### src/rtl/ln_pkg.sv
// Shared definitions for the layer-norm datapath.
//   - sample / statistics widths
//   - alpha compression thresholds and the helper that picks alpha
//   - Stage1 FSM state encoding
package ln_pkg;

    localparam int XW      = 9;
    localparam int EX_W    = 22;
    localparam int EX2_W   = 32;
    localparam int ALPHA_W = 2;
    localparam int INVN_W  = 8;
    localparam int SQ_W    = 16;

    // One bit wider than a sample so 256 is representable as a threshold.
    localparam logic [XW:0] ALPHA_TH0 = (XW+1)'(64);
    localparam logic [XW:0] ALPHA_TH1 = (XW+1)'(128);
    localparam logic [XW:0] ALPHA_TH2 = (XW+1)'(256);

    typedef enum logic [1:0] {
        ACCUM  = 2'd0,
        SQUARE = 2'd1,
        REPLAY = 2'd2
    } s1_state_e;

    // Shift that keeps every compressed sample within [-64, 63], except
    // -256 which compresses to -32 with alpha=3.
    function automatic logic [ALPHA_W-1:0] alpha_of(input logic [XW-1:0] maxabs);
        logic [XW:0] m;
        m = {1'b0, maxabs};
        if (m < ALPHA_TH0)      alpha_of = 2'd0;
        else if (m < ALPHA_TH1) alpha_of = 2'd1;
        else if (m < ALPHA_TH2) alpha_of = 2'd2;
        else                    alpha_of = 2'd3;
    endfunction

endpackage

### src/rtl/stage1_buf.sv
// Sample buffer for Stage1: DEPTH x XW register array.
//   gclk   : clock
//   grst_n : synchronous active-low reset (clears the read register only)
//   we     : write enable, wdata stored at waddr
//   raddr  : read index, rdata registered one cycle later
module stage1_buf #(
    parameter int LOG2N = 3,
    parameter int XW    = 9
) (
    input  logic                 gclk,
    input  logic                 grst_n,
    input  logic                 we,
    input  logic [LOG2N-1:0]     waddr,
    input  logic [XW-1:0]        wdata,
    input  logic [LOG2N-1:0]     raddr,
    output logic signed [XW-1:0] rdata
);

    localparam int DEPTH = 2**LOG2N;

    logic [DEPTH-1:0][XW-1:0] mem;

    // Storage is never reset; contents are rewritten before each use.
    always_ff @(posedge gclk) begin
        if (we) mem[waddr] <= wdata;
    end

    always_ff @(posedge gclk) begin
        if (!grst_n) rdata <= '0;
        else         rdata <= mem[raddr];
    end

endmodule

### src/rtl/stage1_stats.sv
// Stage1 of the layer-norm datapath: buffers one vector of N samples,
// computes sum (Ex), compression shift (alpha) and compressed sum of squares
// (Ex2), then replays the samples to Stage2 with the statistics held.
//   i_clk/i_rstn       : clock, synchronous active-low reset
//   i_valid/i_x        : input sample stream, accepted while o_ready=1
//   o_valid/o_x_norm   : replayed samples, N consecutive cycles
//   o_Ex/o_Ex2/o_alpha : statistics, held until the next o_S1_done
//   o_inv_n            : constant 1/N in Q0.8
//   o_S1_done          : one-cycle pulse when statistics update
module stage1_stats
    import ln_pkg::*;
#(
    parameter int LOG2N = 3,
    parameter int XW    = ln_pkg::XW
) (
    input  logic                    i_clk,
    input  logic                    i_rstn,
    input  logic                    i_valid,
    input  logic signed [XW-1:0]    i_x,
    output logic                    o_ready,
    output logic                    o_valid,
    output logic signed [XW-1:0]    o_x_norm,
    output logic signed [EX_W-1:0]  o_Ex,
    output logic [EX2_W-1:0]        o_Ex2,
    output logic [ALPHA_W-1:0]      o_alpha,
    output logic [INVN_W-1:0]       o_inv_n,
    output logic                    o_S1_done
);

    localparam int N = 2**LOG2N;
    localparam logic [LOG2N-1:0] CNT_LAST = LOG2N'(N-1);
    localparam logic [LOG2N:0]   SC_N     = (LOG2N+1)'(N);
    localparam logic [LOG2N:0]   SC_LAST  = (LOG2N+1)'(N+1);

    assign o_inv_n = INVN_W'(256 >> LOG2N);

    s1_state_e                state;
    logic [LOG2N-1:0]         cnt;      // write index during ACCUM
    logic [LOG2N:0]           sc;       // SQUARE cycle index, 0..N+1
    logic [LOG2N-1:0]         rc;       // REPLAY index
    logic signed [EX_W-1:0]   ex_acc;
    logic [EX2_W-1:0]         ex2_acc;
    logic [XW-1:0]            maxabs;
    logic [ALPHA_W-1:0]       alpha;

    logic                     accept;
    logic [XW-1:0]            absx;
    logic [XW-1:0]            maxabs_nxt;
    logic signed [EX_W-1:0]   x_ext;
    logic [LOG2N-1:0]         rd_idx;
    logic signed [XW-1:0]     rd_data;
    logic signed [XW-1:0]     xs;
    logic signed [SQ_W-1:0]   xs_ext;
    logic [SQ_W-1:0]          sq;

    // o_ready is registered, so it is also the acceptance qualifier.
    assign accept     = o_ready & i_valid;
    // Two's-complement negate in XW bits: -256 maps to the unsigned 256.
    assign absx       = i_x[XW-1] ? (~i_x + XW'(1)) : i_x;
    assign maxabs_nxt = (absx > maxabs) ? absx : maxabs;
    assign x_ext      = {{(EX_W-XW){i_x[XW-1]}}, i_x};

    // Read index runs one ahead of the consumer because the buffer read is
    // registered. At SQUARE's final cycle it points at element 0 so the
    // first replayed sample is ready at REPLAY entry.
    always_comb begin
        rd_idx = '0;
        case (state)
            SQUARE:  rd_idx = (sc < SC_N) ? sc[LOG2N-1:0] : '0;
            REPLAY:  rd_idx = rc + LOG2N'(1);
            default: rd_idx = '0;
        endcase
    end

    assign xs     = rd_data >>> alpha;
    assign xs_ext = {{(SQ_W-XW){xs[XW-1]}}, xs};
    assign sq     = SQ_W'(xs_ext * xs_ext);

    stage1_buf #(.LOG2N(LOG2N), .XW(XW)) u_buf (
        .gclk   (i_clk),
        .grst_n (i_rstn),
        .we     (accept),
        .waddr  (cnt),
        .wdata  (i_x),
        .raddr  (rd_idx),
        .rdata  (rd_data)
    );

    assign o_x_norm = rd_data;

    always_ff @(posedge i_clk) begin
        if (!i_rstn) begin
            state     <= ACCUM;
            cnt       <= '0;
            sc        <= '0;
            rc        <= '0;
            ex_acc    <= '0;
            ex2_acc   <= '0;
            maxabs    <= '0;
            alpha     <= '0;
            o_ready   <= 1'b0;
            o_valid   <= 1'b0;
            o_Ex      <= '0;
            o_Ex2     <= '0;
            o_alpha   <= '0;
            o_S1_done <= 1'b0;
        end else begin
            o_S1_done <= 1'b0;
            case (state)
                ACCUM: begin
                    o_ready <= 1'b1;
                    if (accept) begin
                        ex_acc <= ex_acc + x_ext;
                        maxabs <= maxabs_nxt;
                        cnt    <= cnt + LOG2N'(1);
                        if (cnt == CNT_LAST) begin
                            state   <= SQUARE;
                            alpha   <= alpha_of(maxabs_nxt);
                            sc      <= '0;
                            o_ready <= 1'b0;
                        end
                    end
                end
                SQUARE: begin
                    sc <= sc + (LOG2N+1)'(1);
                    // rd_data holds element sc-1 for sc in 1..N
                    if (sc != '0 && sc <= SC_N)
                        ex2_acc <= ex2_acc + EX2_W'(sq);
                    if (sc == SC_LAST) begin
                        state     <= REPLAY;
                        o_Ex      <= ex_acc;
                        o_Ex2     <= ex2_acc;
                        o_alpha   <= alpha;
                        o_S1_done <= 1'b1;
                        o_valid   <= 1'b1;
                        rc        <= '0;
                    end
                end
                REPLAY: begin
                    rc <= rc + LOG2N'(1);
                    if (rc == CNT_LAST) begin
                        state   <= ACCUM;
                        o_valid <= 1'b0;
                        o_ready <= 1'b1;
                        cnt     <= '0;
                        ex_acc  <= '0;
                        ex2_acc <= '0;
                        maxabs  <= '0;
                    end
                end
                default: state <= ACCUM;
            endcase
        end
    end

endmodule

### config.mk
export PLATFORM = sky130hd
export DESIGN_NAME = stage1_stats
export DESIGN_NICKNAME = d
export VERILOG_FILES = /design/src/rtl/ln_pkg.sv /design/src/rtl/stage1_buf.sv /design/src/rtl/stage1_stats.sv
export SDC_FILE = /design/constraint.sdc
export NUM_CORES = 1
export LEC_CHECK = 0
export BUFFER_PORTS_ARGS = -buffer_cell sky130_fd_sc_hd__buf_2
export CORE_ASPECT_RATIO = 0.9
export CORE_MARGIN = 10
export CORE_UTILIZATION = 25
export DETAILED_ROUTE_END_ITERATION = 8
export SLEW_MARGIN = 25
export SYNTH_ARGS = -nofsm -noshare
export SYNTH_HDL_FRONTEND = slang
export SYNTH_SLANG_ARGS = --single-unit
### constraint.sdc
create_clock -name i_clk -period 6.25 [get_ports i_clk]
set_input_delay 0.9375 -clock i_clk [delete_from_list [all_inputs] [get_ports i_clk]]
set_output_delay 0.9375 -clock i_clk [all_outputs]
set_load 0.02 [all_outputs]
### Word level (Yosys, flattened, before mapping)

Cells that the tools add are included.

* word-level logic and storage cells: 111
* bits of input ports: 12
* output and inout bits: 76
* flip-flop bits (word level): 217

* bitwise gates (word level): 2
* order comparisons: 9
* reduce and logical (&&, ||, !) cells: 17
* mux-type cells: 42
* $add $sub $neg: 6
* shift-type cells: 1
* equality and inequality tests: 10
* multiply operators: 1

Operators with widths (number)
* bitwise mux 72 bit: 1
* 2-to-1 mux 32 bit: 2
* one-hot mux 32 bit (2 select lines): 1
* 2-to-1 mux 9 bit: 6
* 2-to-1 mux 22 bit: 2
* one-hot mux 22 bit (2 select lines): 1
* adder 32 x 16 -> 32 bit: 1
* binary-select mux 9 bit (select 3 bit): 1
* demux 9 bit (select 3 bit): 1
* adder 22 x 9 -> 22 bit: 1
* one-hot mux 3 bit (2 select lines): 3
* one-hot mux 9 bit (2 select lines): 1
* multiplier 9 x 9 -> 16 bit: 1
* AND reduction 3 bit: 5
* 2-to-1 mux 2 bit: 6
* 2-to-1 mux 3 bit: 4
* inequality test 2 bit (second input constant): 5
* adder 9 x 2 -> 9 bit (second input constant): 1
* greater-than comparator 9 bit: 1
* < comparator 9 x 7 -> 1 bit (second input constant): 1
* < comparator 9 x 8 -> 1 bit (second input constant): 1
* < comparator 9 bit (second input constant): 1
* inverter 9 bit: 1
* >>> shifter 9 x 2 -> 9 bit: 1
* other kinds (22): 39

### Longest topological paths before layout

Gate-level depths: netlist of run 1.

* depth after elaboration: 9
* gate-level depth with buffers: 33
* depth with buffers taken out: 31

### Hierarchy

A second synthesis of run 1 with hierarchy kept.

* cells, all modules: 1336
* area, all modules: 13028.7 µm²

Modules (own cells, without submodules)
* stage1_stats: sequential area each 2722.6 µm², instances 1, cells an instance 1200, area each 10015.9 µm²
* stage1_buf: sequential area each 2342.2 µm², instances 1, cells an instance 136, area each 3012.9 µm²

### Least setup slack after synthesis of run 1

Ideal clock, no wire load.

* kind: flip-flop to flip-flop
* start: reg alpha[0]
* end: reg ex2_acc[22]
* period minus slack after synthesis: 6.908 ns
* path slack: -0.658 ns
* path buffers: 1
* cell stages (with the launch flop): 29
* required time: 6.176 ns
* data arrival time: 6.833 ns
* library setup time: 0.074 ns
* cells stage by stage: dfxtp_1 > clkbuf_1 > mux2_2 > nor2_1 > a21o_1 > inv_1 > nand2_1 > inv_1 > fa_1 > inv_1 > fa_1 > inv_1 > fa_1 > fa_1 > fa_1 > ha_1 > o21ai_0 > a21boi_0 > o21a_1 > o21ai_0 > nand2b_1 > a21oi_1 > xnor2_1 > ha_1 > inv_1 > o31ai_1 > a31oi_1 > or4b_2 > o21ai_0

* word-level cells in the longest chain between the ends: 5

RTL lines
* from (decl): RTL line stage1_stats.sv:44 `logic [ALPHA_W-1:0] alpha;`
* from (signal assigned): RTL line stage1_stats.sv:118 `alpha <= alpha_of(maxabs_nxt);`
* >>> shifter 9 x 2 -> 9 bit: RTL line stage1_stats.sv:75 `assign xs = rd_data >>> alpha;`
* multiplier 9 x 9 -> 16 bit: RTL line stage1_stats.sv:77 `assign sq = SQ_W'(xs_ext * xs_ext);`
* adder 32 x 16 -> 32 bit: RTL line stage1_stats.sv:128 `ex2_acc <= ex2_acc + EX2_W'(sq);`
* 2-to-1 mux 32 bit: RTL line stage1_stats.sv:127 `if (sc != '0 && sc <= SC_N)`
* one-hot mux 32 bit (2 select lines): RTL line stage1_stats.sv:109 `case (state)`
* to (signal assigned): RTL line stage1_stats.sv:128
* to (decl): RTL line stage1_stats.sv:42 `logic [EX2_W-1:0] ex2_acc;`

Every way passes these cells. The select of a mux whose other input is x is not followed.
A chain may end at the register's enable or synchronous reset.

### Worst setup path in the final report of run 1

* start: reg alpha[0]
* end: reg ex2_acc[24]

Same word-level chain as after synthesis.

==> metrics.txt, run 1 <==
core area 0.0507 sq mm; Chip Width 259 microns; hold slack 0.453 ns; Slew Viols, Final 0; initial DRC count approximately 560; ys async rst share 0; Initial Util 0.254; I/O pins 88; Antenna Cells 0; worst reg2reg path startpoint alpha[0]; overall power 3.77 mW; Mapped Cells 1434; WL final 34.7 mm; CTS tree built; Final WS setup -0.229 ns; first-pass GRT wire length 56.1 mm; clk_lat worst skew about 0.56 ns; # rows 78; fin crit share 1.04; reg2reg path depth 30; area grow syn2layout 23.6%; flop-to-flop setup slack -0.23 ns; Die ar. 0.0609 sq mm; critical path class register to register; die height 235 microns; CP max-delay cell fa_1; number of global-route vias before repair 10600; max-cap violations 0; commonest non-fill, non-tap cell in the layout nand2_1; Post-DRT Antenna Nets 0; biggest area consumer among synthesized cells dfxtp_1; Hold Path Sink o_Ex2[10]; Fill cells 5256; Longest Clk Path Bufs 3; final hold violation count 0; Post-synth EDFFs 72; Leak 6.72 nW; fmax approximately 150 MHz; CTS root buf clkbuf_16; post-DP HPWL 25.1 mm; routed len/inst around 15 microns; post-synth top area share 0.226; fraction of final layout cells sized beyond drive strength 1 0.200; total CTS buffers 26; Seq/Total Area, Yosys 0.394; PwrDens 237 mW/mm^2; critical path arrival between 6 and 7 ns; Critical Path RT approximately 6.7 ns; Post-Syn Area 0.0129 sq mm; Worst Hold Launch o_Ex2[10]; RSZ-0062 raised after global routing true; H-tree depth 1; clk slew on worst S/H paths 0.06 ns; Worst IR Drop VDD around 0.18 mV; Netlist cell types 66; most frequent cells in the layout 189 x nand2_1, 140 x dfxtp_1, 132 x nor2_1; Sink Count 217; via count 10500; min-delay worst type register to register; CP Max Fanout 4; Ys Warns 0; failing checks setup timing; clk_skew 0.0194 ns; post-layout min period 6.48 ns; Startpoint Class register; Residual DRC 0; hold buffers post-CTS 0; critical path endpoint category register; Placer Congestion 0.853; initial antenna violation count 0; synthesized flop and latch total around 220; slowest stage delay, CP between 0.5 and 0.6 ns; Nets 1740; vias per cell 4.61; run status finished with violations; grt ovf 0; Global Route Usage Sum 0.111; reg2reg end ex2_acc[24]; largest net degree at the start of global routing between 70 and 80; setup_tns -2.48 ns; ys flop type dfxtp_1; WHS Path Cells 2; Final setup viols 17; number of I/O port buffers 79; slew of the pin with the lowest slew margin 0.974 ns; Relative slew margins 0.348; Syn Area/Cell 8.97 sq um; Synth area leaders dfxtp_1 23%, edfxtp_1 17%, ha_1 9.0%; 1st-pass router iterations 5
==> final cells by class <==
cell class	instances	area, sq um	share of cell area
multi-input combinational	1028	7460	0.469
clock buffer	34	701	0.0441
sequential	217	5080	0.319
clock inverter	13	126	0.00795
inverter	127	482	0.0303
tap	680	851	0.0535
timing repair buffer	183	1200	0.0754
==> layer usage <==
layer,track usage,wire (microns),vias to the layer above
met1,0.149,16500,5097
met3,0.0209,1600,54
li1,-,-,5221
met4,0.0295,710,0
met5,0,0,-
met2,0.180,15900,154
==> cells by family (layout without fill, tap and decap cells) <==
family | count (synthesis) | count (layout) | synth area share
multiplexers | 13 | 13 | 0.0107
adder cells (fa/ha/maj) | 145 | 145 | 0.171
AND/OR/NAND/NOR | 480 | 480 | 0.164
AO/OA/AOI/OAI | 316 | 316 | 0.155
buffers and inverters | 195 | 357 | 0.0593
XOR/XNOR | 66 | 66 | 0.0449
flip-flops | 217 | 217 | 0.394
other | 2 | 8 | 0.000584
==> worst max-delay path by stage <==
stage          slack [ns]      from           to  depth (start not counted)
5_1_grt             -0.51  alpha[0]  ex2_acc[20]                         29
3_5_place_dp        -0.34  alpha[0]  ex2_acc[19]                         31
2_1_floorplan        0.01  alpha[0]  ex2_acc[19]                         29
4_1_cts             -0.24  alpha[0]  ex2_acc[26]                         29
6_report            -0.23  alpha[0]  ex2_acc[24]                         30
3_3_place_gp        -0.23  alpha[0]  ex2_acc[19]                         29
==> state kept, by name, indices dropped and copies added (netlist names), 3 cells and up <==
name         cells
u_buf.mem       72
ex2_acc         32
o_Ex2           32
ex_acc          22
o_Ex            22
maxabs           9
u_buf.rdata      9
sc               4
cnt              3
rc               3
==> worst max-delay path, delay by kind of cell, from the launching register on <==
family,cells,cell delay [ns]
AOI/OAI and AO/OA,9,1.72
xor gates and xnor gates,2,0.35
adders and majority gates,7,2.77
buffers and inverters,7,0.67
DFF,1,0.36
muxes,1,0.11
and+or+nand+nor,4,0.34
==> Yosys cell counts (all sizes together), types with 29 or more instances <==
cell type	instances
a21oi	122
a22oi	29
clkbuf	56
dfxtp	145
edfxtp	72
fa	52
ha	93
inv	125
nand2	195
nand3	61
nor2	139
o21ai	38
xnor2	51
==> where the power goes <==
| part | total [mW] | switching, mW | internal, mW |
|---|---|---|---|
| Combinational | 0.814 | 0.434 | 0.379 |
| Clock | 1.46 | 0.624 | 0.836 |
| Sequential | 1.50 | 0.0171 | 1.48 |
| Total | 3.77 | 1.08 | 2.69 |
==> through the flow <==
| step | utilization | instance area (sq um) | cells | setup slack [ns] |
|---|---|---|---|---|
| global placement | 0.290 | 14700 | 2225 | -0.228 |
| detailed placement | 0.290 | 14700 | 2225 | -0.336 |
| floorplan | - | 13000 | 1440 | 0.0135 |
| finish | 0.314 | 15900 | 2282 | -0.229 |
| CTS | 0.311 | 15800 | 2279 | -0.243 |
| global route | 0.314 | 15900 | 2282 | -0.506 |
==> what timing repair did <==
action / 4_1_cts / 5_1_grt
pin swaps: 50 / 26
gates resized for setup: 39 / 31
setup endpoints to repair: 18 / 21
setup buffers: 7 / 3
Note: power is estimated with default switching activity, not from simulation.
==> inputs of run 2 (changes only) <==
CTS_CLUSTER_DIAMETER = 120   (was not set)
clock period = 7.8 ns   (was 6.25 ns; I/O delays follow)
==> run 2 against run 1 <==
Compared with the run above: global-route usage is 0.30 points lower; clock-buffer cell count shrank 3; clock skew fell by 0.0088 ns; sequential power down 20%; hold slack got worse by 0.0017 ns; cell count down 4.0%; routed wire length is 3.5% lower; clock power fell by 12%; register-to-register slack better by 0.76 ns; via count decreased by 3.1%; maximum frequency down 11%; the flow now finishes without violations; cell area is 6.3% lower.
==> metrics.txt, run 2 (synthesis results as in run 1) <==
run status complete, no violations (was finished with violations); commonest non-fill, non-tap cell in the layout nand2_1 (unchanged); Antenna Cells 0 (unchanged); Relative slew margins 0.371 (was 0.348); hold buffers post-CTS 0 (unchanged); Worst IR Drop VDD 0.162 mV (was 0.179 mV); Chip Width 259 microns (unchanged); Sink Count 217 (unchanged); largest registers u_buf.mem (72), ex2_acc (32), o_Ex2 (32) (unchanged); setup bufs post-CTS 0 (was 7); met3 usage 0.0206 (was 0.0209); Worst Hold Launch o_Ex[2] (was o_Ex2[10]); H-tree depth 1 (unchanged); fmax 138 MHz (was 154 MHz); CP Max Fanout 11 (was 4); core area 0.0507 sq mm (unchanged); number of global-route vias before repair 10300 (was 10600); Worst Setup SP alpha[0] (unchanged); Biggest register u_buf.mem (unchanged); largest net degree at the start of global routing 91 (was 73); area grow syn2layout 15.8% (was 23.6%); most frequent cells in the layout 194 x nand2_1, 143 x dfxtp_1, 138 x nor2_1 (was 189 x nand2_1, 140 x dfxtp_1, 132 x nor2_1); Slew Viols, Final 0 (unchanged); post-layout min period 7.27 ns (was 6.48 ns); clk_lat worst skew 0.55 ns (was 0.56 ns); overall power 2.98 mW (was 3.77 mW); worst reg2reg path startpoint alpha[0] (unchanged); clk slew on worst S/H paths 0.06 ns (about the same); post-DP HPWL 24.2 mm (was 25.1 mm); vias per cell 4.66 (was 4.61); Residual DRC 0 (unchanged); slew of the pin with the lowest slew margin 0.941 ns (was 0.974 ns); initial DRC count 634 (was 555); final hold violation count 0 (unchanged); CTS tree built (unchanged); WL final 33.5 mm (was 34.7 mm); fraction of final layout cells sized beyond drive strength 1 0.107 (was 0.200); max-cap violations 0 (unchanged); routed len/inst 15.3 microns (was 15.2 microns); critical path endpoint category register (unchanged); die height 235 microns (unchanged); min-delay worst type register to register (unchanged); number of I/O port buffers 79 (unchanged); Nets 1648 (was 1740); Startpoint Class register (unchanged); Leak 6.28 nW (was 6.72 nW); total CTS buffers 25 (was 26); setup_tns 0 ns (was -2.48 ns); 1st-pass router iterations 4 (was 5); max FFs per register 72 (unchanged); Final setup viols 0 (was 17); first-pass GRT wire length 54.7 mm (was 56.1 mm); Die ar. 0.0609 sq mm (unchanged); critical path class register to register (unchanged); I/O pins 88 (unchanged); PwrDens 200 mW/mm^2 (was 237 mW/mm^2); Longest Clk Path Bufs 3 (unchanged); critical path arrival 7.75 ns (was 6.89 ns); # rows 78 (unchanged); GRT Max-Usage Layer met2 (unchanged); Global Route Usage Sum 0.108 (was 0.111); grt ovf 0 (unchanged); CTS root buf clkbuf_16 (unchanged); RSZ-0062 raised after global routing false (was true); routing usage on met1 0.139 (was 0.149); Post-DRT Antenna Nets 0 (unchanged); Initial Util 0.254 (unchanged); Placer Congestion 0.855 (was 0.853); met2 Use GR 0.183 (was 0.180); fin crit share 0.931 (was 1.04); initial antenna violation count 1 (was 0); Critical Path RT 8.28 ns (was 6.66 ns); clk_skew 0.0105 ns (was 0.0194 ns); via count 10200 (was 10500)
## run 2: cell count changes in the layout (fill, tap and decap cells not counted), moves of 6 or more
cell	change
buf_4	-86
ha_4	-7
o21ai_0	+8
a21oi_1	+8
ha_1	+9
inv_2	-9
a21oi_2	-8
nor2_1	+6
inv_1	+10
## run 2: layer usage
metal / part of all wire / up-vias / wire length [microns]
li1: - / 5041 / -
met1: 0.46 / 4978 / 15600
met2: 0.47 / 138 / 15700
met3: 0.047 / 45 / 1560
met4: 0.019 / 2 / 650
met5: 0.00027 / - / 9
## run 2: worst paths after layout
check,to,slack [ns],cells past startpoint
max,ex2_acc[22],0.53,26
min,o_Ex[2],0.45,2
min reg2reg,o_Ex[2],0.45,2
max reg2reg,ex2_acc[22],0.53,26
## run 2: cell type report
cell class / instances / area, sq um
clock inverters: 15 / 248
repair buffers: 92 / 497
fillers: 5292 / 35800
well taps: 680 / 851
inverters: 127 / 479
clock buffers: 31 / 658
flip-flops and latches: 217 / 5070
multi-input cells: 1028 / 7090
## run 2: what timing repair did
| action | CTS | global route |
|---|---|---|
| resized for setup | 0 | 4 |
| endpoints found under the setup margin | 0 | 12 |
| hold endpoints to repair | 0 | 0 |
## run 2: power by group
| part | internal, mW | switching [mW] | total, mW | leakage [nW] |
|---|---|---|---|---|
| clock | 0.802 | 0.492 | 1.29 | 0.434 |
| combinational | 0.197 | 0.289 | 0.486 | 4.02 |
| sequential | 1.18 | 0.0133 | 1.20 | 1.83 |
## run 2: critical path: stages (launching register included)
cell,delay (ns)
dfxtp_2,0.47
mux2_2,0.39
or2_2,0.27
o21a_1,0.17
nand2_1,0.13
inv_1,0.06
fa_1,0.48
inv_1,0.06
fa_1,0.50
inv_1,0.06
fa_1,0.51
fa_1,0.58
fa_1,0.42
ha_1,0.34
o21ai_0,0.12
a21boi_0,0.16
o21a_1,0.20
o21ai_0,0.15
nand2b_1,0.08
a21oi_1,0.22
xnor2_1,0.12
ha_1,0.33
inv_1,0.07
o31ai_2,0.32
a31oi_1,0.26
or4b_2,0.65
o21ai_0,0.09
## run 2: through the flow
stage | instance area (sq um) | util | hold WS (ns) | setup WS, ns | cells
6_report | 14900 | 0.294 | 0.451 | 0.535 | 2190
5_1_grt | 14900 | 0.294 | 0.477 | 0.0220 | 2190
4_1_cts | 14900 | 0.294 | 0.454 | 0.294 | 2190
3_5_place_dp | 14000 | 0.276 | 0.446 | 0.319 | 2144
3_3_place_gp | 14000 | 0.276 | 0.444 | 0.442 | 2144
2_1_floorplan | 12900 | - | 0.432 | 0.892 | 1440
==> inputs of run 3 (changes only) <==
PLACE_DENSITY = 0.38   (was not set)
==> run 3 against run 2 <==
Compared with the run above: non-clock buffer count did not move; power fell by 1.1%; clock power is 3% lower; via count down 1.8%; critical endpoint unchanged; highest routed layer is now met4.
==> metrics.txt, run 3 (synthesis results as in run 1) <==
max-cap violations 0 (unchanged); Worst IR Drop VDD 0.156 mV (was 0.162 mV); Longest Clk Path Bufs 3 (unchanged); RSZ-0062 raised after global routing false (unchanged); post-DP HPWL 25.9 mm (was 24.2 mm); 1st-pass router iterations 5 (was 4); CP Max Fanout 8 (was 11); largest net degree at the start of global routing 83 (was 91); critical path arrival 7.71 ns (was 7.75 ns); setup_tns 0 ns (unchanged); critical path class register to register (unchanged); fraction of final layout cells sized beyond drive strength 1 0.108 (was 0.107); CP most frequent cell fa_1 (unchanged); clk_lat worst skew 0.56 ns (was 0.55 ns); number of global-route vias before repair 10300 (about the same); CP max-delay cell or4b_2 (unchanged); via count 10000 (was 10200); slew of the pin with the lowest slew margin 0.999 ns (was 0.941 ns); Leak 6.26 nW (was 6.28 nW); Chip Width 259 microns (unchanged); Die ar. 0.0609 sq mm (unchanged); final hold violation count 0 (unchanged); post-layout min period 7.22 ns (was 7.27 ns); CTS tree built (unchanged); clk slew on worst S/H paths 0.06 ns (about the same); run status complete, no violations (unchanged); die height 235 microns (unchanged); max FFs per register 72 (unchanged); I/O pins 88 (unchanged); Critical Path RT 8.29 ns (was 8.28 ns); core area 0.0507 sq mm (unchanged); Global Route Usage Sum 0.118 (was 0.108); hold buffers post-CTS 0 (unchanged); routed len/inst 16.6 microns (was 15.3 microns); setup bufs post-CTS 0 (unchanged); PwrDens 198 mW/mm^2 (was 200 mW/mm^2); area grow syn2layout 15.6% (was 15.8%); min-delay worst type register to register (unchanged); vias per cell 4.57 (was 4.66); Nets 1650 (was 1648); initial antenna violation count 1 (unchanged); Relative slew margins 0.334 (was 0.371); fmax 139 MHz (was 138 MHz); fin crit share 0.925 (was 0.931); grt ovf 0 (unchanged); Worst Path Buf+Inv 4 (unchanged); WL final 36.3 mm (was 33.5 mm); H-tree depth 1 (unchanged); number of I/O port buffers 79 (unchanged); Biggest register u_buf.mem (unchanged); Final setup viols 0 (unchanged); most frequent cells in the layout 195 x nand2_1, 144 x dfxtp_1, 136 x nor2_1 (was 194 x nand2_1, 143 x dfxtp_1, 138 x nor2_1); Slew Viols, Final 0 (unchanged); critical path endpoint category register (unchanged); CTS root buf clkbuf_16 (unchanged); first-pass GRT wire length 58.4 mm (was 54.7 mm); slowest stage delay, CP 0.63 ns (was 0.65 ns); Placer Congestion 0.799 (was 0.855); clk_skew 0.0103 ns (was 0.0105 ns); Antenna Cells 0 (unchanged); commonest non-fill, non-tap cell in the layout nand2_1 (unchanged); Sink Count 217 (unchanged); Post-DRT Antenna Nets 0 (unchanged); Initial Util 0.254 (unchanged); initial DRC count 407 (was 634); # rows 78 (unchanged); Startpoint Class register (unchanged); crit-path leading delay family adder cells (unchanged); hold slack 0.450 ns (was 0.451 ns); Residual DRC 0 (unchanged); largest registers u_buf.mem (72), ex2_acc (32), o_Ex2 (32) (unchanged); total CTS buffers 27 (was 25)
==> run 3: changes by cell type in the layout (fill, tap and decap cells not counted), sizes merged <==
cell / delta
clkbuf: +7
bufinv: -4
clkinv: +1
clkinvlp: -1
==> run 3: per-stage QoR <==
stage	util	cells	area [sq um]	setup WS, ns	power [mW]
2_1_floorplan	-	1440	12900	0.892	1.60
3_3_place_gp	0.276	2144	14000	0.415	1.73
3_5_place_dp	0.276	2144	14000	0.353	1.72
4_1_cts	0.293	2193	14800	0.288	3.00
5_1_grt	0.294	2193	14900	0.0296	3.12
6_report	0.294	2193	14900	0.584	2.95
==> run 3: metal layers <==
metal,up-vias,part of all wire,track usage
li1,5037,-,-
met1,4832,0.50,0.166
met2,111,0.44,0.185
met3,38,0.044,0.0232
met4,0,0.015,0.0227
met5,-,0,0
==> run 3: layout make-up <==
cell class | instances | area [sq um]
Clock buffer | 38 | 757
Clock inverter | 11 | 121
Fill cell | 5425 | 35800
Inverter | 127 | 479
Multi-Input combinational cell | 1028 | 7110
Sequential cell | 217 | 5070
Tap cell | 680 | 851
Timing Repair Buffer | 92 | 493
==> run 3: what timing repair did <==
action / CTS / global route
resized for setup: 0 / 5
endpoints found under the hold margin: 0 / 0
setup endpoints to repair: 0 / 13
==> run 3: worst reg2reg max path, stage by stage, from the launching register on <==
cell and delay (ns):
dfxtp_2 0.40, buf_4 0.18, mux2_2 0.35, nand2_1 0.08, o21a_1 0.30, nor2_1 0.14, fa_1 0.53, inv_1 0.06
fa_1 0.51, inv_1 0.06, fa_1 0.52, fa_1 0.58, fa_1 0.43, ha_1 0.34, o21ai_0 0.11, a21boi_0 0.15
o21a_1 0.20, o21ai_0 0.14, nand2b_1 0.07, a21oi_1 0.21, xnor2_1 0.13, ha_1 0.34, inv_1 0.07, o31ai_2 0.34
a31oi_2 0.21, or4b_2 0.63, o21ai_0 0.09
==> run 3: report_power, final <==
group          total, mW  internal, mW  switching (mW)  leakage (nW)
Combinational      0.501         0.199           0.302          4.01
Clock               1.25         0.742           0.505         0.425
Sequential          1.20          1.19          0.0139          1.82
Total               2.95          2.13           0.821          6.26
==> run 3: worst paths after layout <==
| kind | start | endpoint | slack, ns | cells past startpoint |
|---|---|---|---|---|
| min | o_Ex2[8] | o_Ex2[8] | 0.45 | 2 |
| max reg2reg | alpha[0] | ex2_acc[22] | 0.58 | 26 |
| min reg2reg | o_Ex2[8] | o_Ex2[8] | 0.45 | 2 |
| max | alpha[0] | ex2_acc[22] | 0.58 | 26 |
